==> src/rtl/mem_access_stage.sv <==
// -----------------------------------------------------------------------------
// mem_access_stage
//
// Memory-access stage of the unpipelined MIPS core, directly downstream of
// execute. The ALU result is the byte address and the forwarded rt operand is
// the store data. Each load or store runs one req/ack transaction on the data
// bus. The core is stalled until that transaction completes. The stage then
// produces the write-back value: extracted load data, or the ALU result
// passed through unchanged.
//
// FSM: IDLE -> BUSY -> DONE -> IDLE
//   IDLE : a legal access stalls the core combinationally and launches the
//          request on the next edge. A misaligned access only flags
//          o_alignErr; no bus cycle is started and any store is dropped.
//   BUSY : bus outputs are held stable until i_bus_ack arrives. If no ack
//          arrives within TIMEOUT cycles, the request is aborted, o_busErr
//          pulses and the load data becomes zero.
//   DONE : the stall is released, so the PC advances on this edge.
//          o_wbData carries the result.
//
// Parameters
//   TIMEOUT : maximum number of BUSY cycles without an ack (1 .. 2^CNT_W-1)
//   CNT_W   : width of the timeout counter
//
// Ports
//   i_clk, i_rst      clock (rising edge), asynchronous active-high reset
//   i_addr, i_wdata   byte address and store data from execute
//   i_memRead/Write   load / store request (read wins when both are set)
//   i_memToReg        select load data (1) or i_addr (0) for write-back
//   i_size            00 byte, 01 half, 1x word
//   i_unsigned        zero-extend loads when set, sign-extend otherwise
//   o_wbData          write-back value
//   o_stall           hold the PC and upstream state this cycle
//   o_alignErr        misaligned access (combinational, IDLE only)
//   o_busErr          one-cycle pulse after a bus timeout
//   o_bus_*           registered bus request, write enable, word address,
//                     byte enables and lane-replicated store data
//   i_bus_ack         transaction complete; i_bus_rdata is valid in this cycle
// -----------------------------------------------------------------------------
module mem_access_stage #(
    parameter int TIMEOUT = 16,
    parameter int CNT_W   = 5
) (
    input  logic        i_clk,
    input  logic        i_rst,
    input  logic [31:0] i_addr,
    input  logic [31:0] i_wdata,
    input  logic        i_memRead,
    input  logic        i_memWrite,
    input  logic        i_memToReg,
    input  logic [1:0]  i_size,
    input  logic        i_unsigned,
    output logic [31:0] o_wbData,
    output logic        o_stall,
    output logic        o_alignErr,
    output logic        o_busErr,
    output logic        o_bus_req,
    output logic        o_bus_we,
    output logic [31:0] o_bus_addr,
    output logic [3:0]  o_bus_be,
    output logic [31:0] o_bus_wdata,
    input  logic        i_bus_ack,
    input  logic [31:0] i_bus_rdata
);

    typedef enum logic [1:0] {
        ST_IDLE = 2'd0,
        ST_BUSY = 2'd1,
        ST_DONE = 2'd2
    } state_t;

    localparam logic [CNT_W-1:0] CNT_LAST = CNT_W'(TIMEOUT - 1);

    // ------------------------------------------------------------------
    // Helpers
    // ------------------------------------------------------------------
    // A half access needs an even address. A word access needs addr[1:0] == 0.
    function automatic logic is_aligned(input logic [1:0] size, input logic [1:0] lo);
        logic ok;
        case (size)
            2'b00:   ok = 1'b1;
            2'b01:   ok = ~lo[0];
            default: ok = (lo == 2'b00);
        endcase
        return ok;
    endfunction

    // Little-endian lane enables: lane n covers data bits 8n+7:8n.
    function automatic logic [3:0] byte_enables(input logic [1:0] size, input logic [1:0] lo);
        logic [3:0] be;
        case (size)
            2'b00:   be = 4'b0001 << lo;
            2'b01:   be = 4'b0011 << {lo[1], 1'b0};
            default: be = 4'b1111;
        endcase
        return be;
    endfunction

    // Store data is copied to every lane, so the slave only needs to honour
    // the byte enables.
    function automatic logic [31:0] replicate_store(input logic [1:0] size, input logic [31:0] data);
        logic [31:0] r;
        case (size)
            2'b00:   r = {4{data[7:0]}};
            2'b01:   r = {2{data[15:0]}};
            default: r = data;
        endcase
        return r;
    endfunction

    // Select the addressed lane(s) and then sign- or zero-extend them.
    function automatic logic [31:0] extract_load(input logic [1:0]  size,
                                                 input logic [1:0]  lo,
                                                 input logic        uns,
                                                 input logic [31:0] data);
        logic [7:0]  b;
        logic [15:0] h;
        logic [31:0] r;
        case (lo)
            2'b00:   b = data[7:0];
            2'b01:   b = data[15:8];
            2'b10:   b = data[23:16];
            default: b = data[31:24];
        endcase
        h = lo[1] ? data[31:16] : data[15:0];
        case (size)
            2'b00:   r = uns ? {24'd0, b} : {{24{b[7]}}, b};
            2'b01:   r = uns ? {16'd0, h} : {{16{h[15]}}, h};
            default: r = data;
        endcase
        return r;
    endfunction

    // ------------------------------------------------------------------
    // State and next-state signals
    // ------------------------------------------------------------------
    state_t             state_r,  state_nxt_s;
    logic [CNT_W-1:0]   cnt_r,    cnt_nxt_s;
    logic [31:0]        rdata_r,  rdata_nxt_s;
    logic [1:0]         lo_r,     lo_nxt_s;
    logic [1:0]         size_r,   size_nxt_s;
    logic               uns_r,    uns_nxt_s;
    logic               req_nxt_s;
    logic               we_nxt_s;
    logic [31:0]        addr_nxt_s;
    logic [3:0]         be_nxt_s;
    logic [31:0]        wdata_nxt_s;
    logic               bus_err_nxt_s;

    logic               mem_op_s;
    logic               aligned_s;
    logic               access_s;
    logic               stall_s;
    logic               align_err_s;
    logic [31:0]        wb_data_s;

    assign mem_op_s  = i_memRead | i_memWrite;
    assign aligned_s = is_aligned(i_size, i_addr[1:0]);
    assign access_s  = mem_op_s & aligned_s;

    // Next-state and output decode for the transaction FSM
    always_comb begin
        state_nxt_s   = state_r;
        cnt_nxt_s     = cnt_r;
        rdata_nxt_s   = rdata_r;
        lo_nxt_s      = lo_r;
        size_nxt_s    = size_r;
        uns_nxt_s     = uns_r;
        req_nxt_s     = o_bus_req;
        we_nxt_s      = o_bus_we;
        addr_nxt_s    = o_bus_addr;
        be_nxt_s      = o_bus_be;
        wdata_nxt_s   = o_bus_wdata;
        bus_err_nxt_s = 1'b0;
        stall_s       = 1'b0;
        align_err_s   = 1'b0;
        wb_data_s     = i_addr;

        case (state_r)
            ST_IDLE: begin
                if (access_s) begin
                    stall_s     = 1'b1;
                    state_nxt_s = ST_BUSY;
                    cnt_nxt_s   = '0;
                    req_nxt_s   = 1'b1;
                    // A load takes priority when read and write are both set.
                    we_nxt_s    = i_memWrite & ~i_memRead;
                    addr_nxt_s  = {i_addr[31:2], 2'b00};
                    be_nxt_s    = byte_enables(i_size, i_addr[1:0]);
                    wdata_nxt_s = replicate_store(i_size, i_wdata);
                    lo_nxt_s    = i_addr[1:0];
                    size_nxt_s  = i_size;
                    uns_nxt_s   = i_unsigned;
                end else if (mem_op_s) begin
                    // Misaligned: flag it, launch nothing, write back zero.
                    align_err_s = 1'b1;
                    wb_data_s   = 32'd0;
                end else begin
                    wb_data_s   = i_addr;
                end
            end

            ST_BUSY: begin
                stall_s = 1'b1;
                if (i_bus_ack) begin
                    // An ack in the final timeout cycle still counts as success.
                    rdata_nxt_s = i_bus_rdata;
                    req_nxt_s   = 1'b0;
                    we_nxt_s    = 1'b0;
                    state_nxt_s = ST_DONE;
                end else if (cnt_r == CNT_LAST) begin
                    rdata_nxt_s   = 32'd0;
                    req_nxt_s     = 1'b0;
                    we_nxt_s      = 1'b0;
                    bus_err_nxt_s = 1'b1;
                    state_nxt_s   = ST_DONE;
                end else begin
                    cnt_nxt_s = cnt_r + CNT_W'(1);
                end
            end

            ST_DONE: begin
                // Return to IDLE without starting a new request. This ensures
                // the same instruction is not replayed while the PC advances.
                state_nxt_s = ST_IDLE;
                if (i_memToReg) begin
                    wb_data_s = extract_load(size_r, lo_r, uns_r, rdata_r);
                end else begin
                    wb_data_s = i_addr;
                end
            end

            default: begin
                state_nxt_s = ST_IDLE;
                req_nxt_s   = 1'b0;
                we_nxt_s    = 1'b0;
            end
        endcase
    end

    assign o_wbData   = wb_data_s;
    assign o_stall    = stall_s;
    assign o_alignErr = align_err_s;

    // FSM state, bookkeeping and registered bus outputs
    always_ff @(posedge i_clk or posedge i_rst) begin
        if (i_rst) begin
            state_r     <= ST_IDLE;
            cnt_r       <= '0;
            rdata_r     <= 32'd0;
            lo_r        <= 2'b00;
            size_r      <= 2'b00;
            uns_r       <= 1'b0;
            o_bus_req   <= 1'b0;
            o_bus_we    <= 1'b0;
            o_bus_addr  <= 32'd0;
            o_bus_be    <= 4'b0000;
            o_bus_wdata <= 32'd0;
            o_busErr    <= 1'b0;
        end else begin
            state_r     <= state_nxt_s;
            cnt_r       <= cnt_nxt_s;
            rdata_r     <= rdata_nxt_s;
            lo_r        <= lo_nxt_s;
            size_r      <= size_nxt_s;
            uns_r       <= uns_nxt_s;
            o_bus_req   <= req_nxt_s;
            o_bus_we    <= we_nxt_s;
            o_bus_addr  <= addr_nxt_s;
            o_bus_be    <= be_nxt_s;
            o_bus_wdata <= wdata_nxt_s;
            o_busErr    <= bus_err_nxt_s;
        end
    end

endmodule

==> config.mk <==
export PLATFORM = sky130hd
export DESIGN_NAME = mem_access_stage
export DESIGN_NICKNAME = d
export VERILOG_FILES = /design/src/rtl/mem_access_stage.sv
export SDC_FILE = /design/constraint.sdc
export NUM_CORES = 1
export LEC_CHECK = 0
export ABC_AREA = 1
export CORE_MARGIN = 2
export CORE_UTILIZATION = 45
export DETAILED_ROUTE_END_ITERATION = 12
export PLACE_DENSITY = 0.81
export SLEW_MARGIN = 10
export SYNTH_ARGS = -nofsm -noshare
export SYNTH_HDL_FRONTEND = slang
export SYNTH_SLANG_ARGS = --single-unit
export TNS_END_PERCENT = 50
==> constraint.sdc <==
create_clock -name i_clk -period 4.6 [get_ports i_clk]
set_input_delay 1.15 -clock i_clk [delete_from_list [all_inputs] [get_ports i_clk]]
set_output_delay 1.15 -clock i_clk [all_outputs]
set_load 0.05 [all_outputs]
==> flow_summary.rst, run 1 <==
.. list-table::
   :header-rows: 1

   * - Metric
     - Value
   * - CTS sink count
     - 113
   * - Worst hold slack
     - 0.478 ns
   * - Fmax achieved
     - 244 MHz
   * - Vias in the first global route
     - 5,566
   * - Fin crit share
     - 89.2%
   * - Time the final worst path needs with I/O delays and setup
     - 4.10 ns
   * - Max-slew violation count
     - 0
   * - Postcts setup bufs
     - 0
   * - Crit Reg-Reg Startpoint
     - state_r[0]
   * - Clock tree from TritonCTS
     - done
   * - GPL Wtd Cong
     - 0.969
   * - Number of nets with antenna violations after detailed routing
     - 0
   * - Cell taking the most area after synthesis
     - sky130_fd_sc_hd__dfrtp_1
   * - Type of the worst setup path
     - in -> out
   * - Arr. time, crit path
     - 2.95 ns
   * - Hold WC Path Type
     - reg -> reg
   * - CP Launch Point
     - i_addr[1]
   * - Ratio of cells with drive above 1 in the final layout
     - 9.54%
   * - Number of DRC violations after detailed routing
     - 0
   * - Area share of the leading cell type in the synthesized netlist
     - 49.3%
   * - List of most frequent post-synthesis cells
     - 168 x sky130_fd_sc_hd__nand2_1, 113 x sky130_fd_sc_hd__dfrtp_1, 79 x sky130_fd_sc_hd__o21ai_0
   * - Synth Instances
     - 728
   * - Clock buffers created by TritonCTS
     - 17
   * - Total number of H-tree levels
     - 4
   * - Full die area
     - 0.0137 mm²
   * - Setup Skew
     - 0.00539 ns
   * - Tightest slew margin relative to the limit
     - 35.2%
   * - Hold Startpoint
     - o_bus_addr[7]
   * - Internal Dissipation
     - 3250 µW
   * - Number of gates resized after CTS
     - 0
   * - Port buffer count
     - 207
   * - Final layout net count
     - 1,027
   * - Post-synth EDFFs
     - 0
   * - Cell with the most instances after synthesis
     - sky130_fd_sc_hd__nand2_1
   * - Synth Register Bits
     - 113
   * - Routed wire per std cell
     - 17.1 µm
   * - Yosys synthesis warning count
     - 0
   * - Proportion of synthesized chip area in sequential cells
     - 49.3%
   * - Buffer levels on the longest clock path
     - 2
   * - Iteration-0 DRC count of the detailed router
     - 707
   * - Core region area
     - 0.0125 mm²
   * - Kind of end point of the critical path
     - output pin
   * - Setup crit start kind
     - input port
   * - Fraction of power consumed by the clock network
     - 20.8%
   * - Largest fanout of any net on the critical path
     - 16
   * - Setup repair after global routing missed its margin
     - false
   * - Total number of vias
     - 5,854
   * - Number of antenna violations at the first check in global routing
     - 0
   * - Hold violation count in the final report
     - 0
   * - Ranking of synthesized cells by area
     - sky130_fd_sc_hd__dfrtp_1 49%, sky130_fd_sc_hd__nand2_1 11%, sky130_fd_sc_hd__o21ai_0 6.9%
   * - Result of the run
     - finished, final reports clean
   * - Largest net degree at the start of global routing
     - 68
   * - GRT Total Usage
     - 27.9%
   * - Clock slew at the register clock pins of the worst setup and hold paths
     - 0.05 ns
   * - Sequential share of power
     - 27.7%
   * - Inserted Diodes
     - 0
   * - Vertical die dimension
     - 117 µm
   * - Post-placement worst setup slack
     - 0.460 ns
   * - Detailed-placement wirelength estimate
     - 13.4 mm
   * - Comb pwr share
     - 51.5%
   * - Ys async rst share
     - 100%
   * - Static leakage
     - 0.00392 µW
   * - Starting density of the core
     - 45.8%
   * - Net switching power
     - 2870 µW
   * - Unique cell type count in the Yosys netlist
     - 32
   * - Library cell used as clock root buffer
     - sky130_fd_sc_hd__clkbuf_16
   * - Final setup violating endpoints
     - 0
   * - Pre-antenna DRT Iters
     - 5
   * - Number of core rows
     - 41
   * - Area after detailed placement
     - 0.00785 mm²
   * - Post-CTS Hold Buffers
     - 0
   * - Worst-skew pair later-pin latency
     - 0.41 ns
   * - Layout area overhead
     - 47.2%
   * - Netlist area before placement
     - 0.00573 mm²
   * - Switching share of power
     - 46.9%
   * - Mean Syn Cell Area
     - 7.87 µm²
   * - Worst-Margin Slew
     - 0.966 ns
   * - Top Ports
     - 210
   * - Most used flip-flop cell after synthesis
     - sky130_fd_sc_hd__dfrtp_1
   * - Die Width
     - 117 µm
   * - Power density over the cells
     - 726 mW/mm²
   * - Number of maximum-capacitance violations
     - 0
   * - Maximum resistive drop on vdd
     - 0.356 mV
   * - Critical path data required time
     - 3.45 ns
   * - Overall routed net length
     - 18.9 mm
   * - Total chip power
     - 6130 µW
   * - Setup TNS
     - 0 ns
   * - Overflow left after global routing
     - 0
   * - Post-route cell area
     - 0.00844 mm²
   * - Mean number of vias per cell
     - 5.30
   * - Setup ws final
     - 0.499 ns
   * - Wire length of the first global-routing pass
     - 29.1 mm
   * - Number of fillers in the final layout
     - 1,067
## critical path: stages
cell and delay [ns]:
sky130_fd_sc_hd__clkdlybuf4s50_1 0.57, sky130_fd_sc_hd__nand2_1 0.11, sky130_fd_sc_hd__a21oi_2 0.16, sky130_fd_sc_hd__nand2_1 0.14
sky130_fd_sc_hd__nand2_2 0.09, sky130_fd_sc_hd__buf_4 0.22, sky130_fd_sc_hd__a21oi_1 0.11, sky130_fd_sc_hd__o21bai_1 0.19
sky130_fd_sc_hd__buf_4 0.20
## sequential cells by signal, indices dropped and copies added (netlist names)
register     cells
o_bus_wdata     32
rdata_r         32
o_bus_addr      30
cnt_r            5
o_bus_be         4
lo_r             2
size_r           2
state_r          2
o_busErr         1
o_bus_req        1
o_bus_we         1
uns_r            1
## layout make-up
cell class              count  area [µm²]  area share [%]
flip-flops and latches    113        2830            33.5
multi-input cells         503        2430            28.8
repair buffers            216        2120            25.1
clock buffers              28         537            6.36
inverters                  69         262            3.10
well taps                 172         215            2.55
clock inverters             4        45.0           0.534
## power groups by stage
| stage | logic [µW] | clock network, µW | registers [µW] |
|---|---|---|---|
| floorplan | 1190 | 0 | 2560 |
| global placement | 3100 | 0 | 1680 |
| detailed placement | 3120 | 0 | 1700 |
| CTS | 3150 | 1290 | 1690 |
| global route | 3380 | 1320 | 1750 |
| finish | 3150 | 1280 | 1700 |
## cell usage in the layout (no fill, tap or decap), types with 14 or more instances in the layout
| cell type | n |
|---|---|
| sky130_fd_sc_hd__nand2_1 | 168 |
| sky130_fd_sc_hd__inv_1 | 59 |
| sky130_fd_sc_hd__a21oi_1 | 62 |
| sky130_fd_sc_hd__dfrtp_1 | 113 |
| sky130_fd_sc_hd__nor2_1 | 37 |
| sky130_fd_sc_hd__clkbuf_16 | 17 |
| sky130_fd_sc_hd__nand3_1 | 48 |
| sky130_fd_sc_hd__o21ai_0 | 79 |
| sky130_fd_sc_hd__buf_4 | 38 |
| sky130_fd_sc_hd__o211ai_1 | 14 |
| sky130_fd_sc_hd__o21ai_1 | 54 |
| sky130_fd_sc_hd__clkdlybuf4s50_1 | 173 |
## final timing paths
path	endpoint	slack, ns	cells after the start
min reg2reg	o_bus_addr[7]	0.48	2
max reg2reg	rdata_r[15]	2.02	4
min	o_bus_addr[7]	0.48	2
max in group asynchronous	rdata_r[10]	2.64	3
min in group asynchronous	cnt_r[2]	1.20	2
max	o_wbData[13]	0.50	9
## metal layers
layer  wire length [µm]  track usage, %
met4                488            10.7
met3               1700            8.44
met2               8560            42.7
met5                  0               0
met1               8140            37.7
## kinds of logic after synthesis
family | synth area share (%)
simple gates | 19.2
fa+ha+maj | 0.437
other cells | 0.0654
flops | 49.3
compound gates | 22.6
buf+inv | 8.38
## through the flow
step,std cells,utilization (%)
global placement,1073,62.7
detailed placement,1073,62.7
finish,1105,67.4
CTS,1105,67.4
global route,1105,67.4
floorplan,729,-
Note: power is estimated with default switching activity, not from simulation.
==> run 2: changes to the inputs <==
--- a/config.mk
+++ b/config.mk
@@ -9,6 +9,7 @@
 export CORE_MARGIN = 2
 export CORE_UTILIZATION = 45
 export DETAILED_ROUTE_END_ITERATION = 12
+export HOLD_SLACK_MARGIN = 0.1
 export PLACE_DENSITY = 0.81
 export SLEW_MARGIN = 10
 export SYNTH_ARGS = -nofsm -noshare
==> results of run 2 <==
Same layout as run 1: the final DEF is identical, and so are final timing and power.
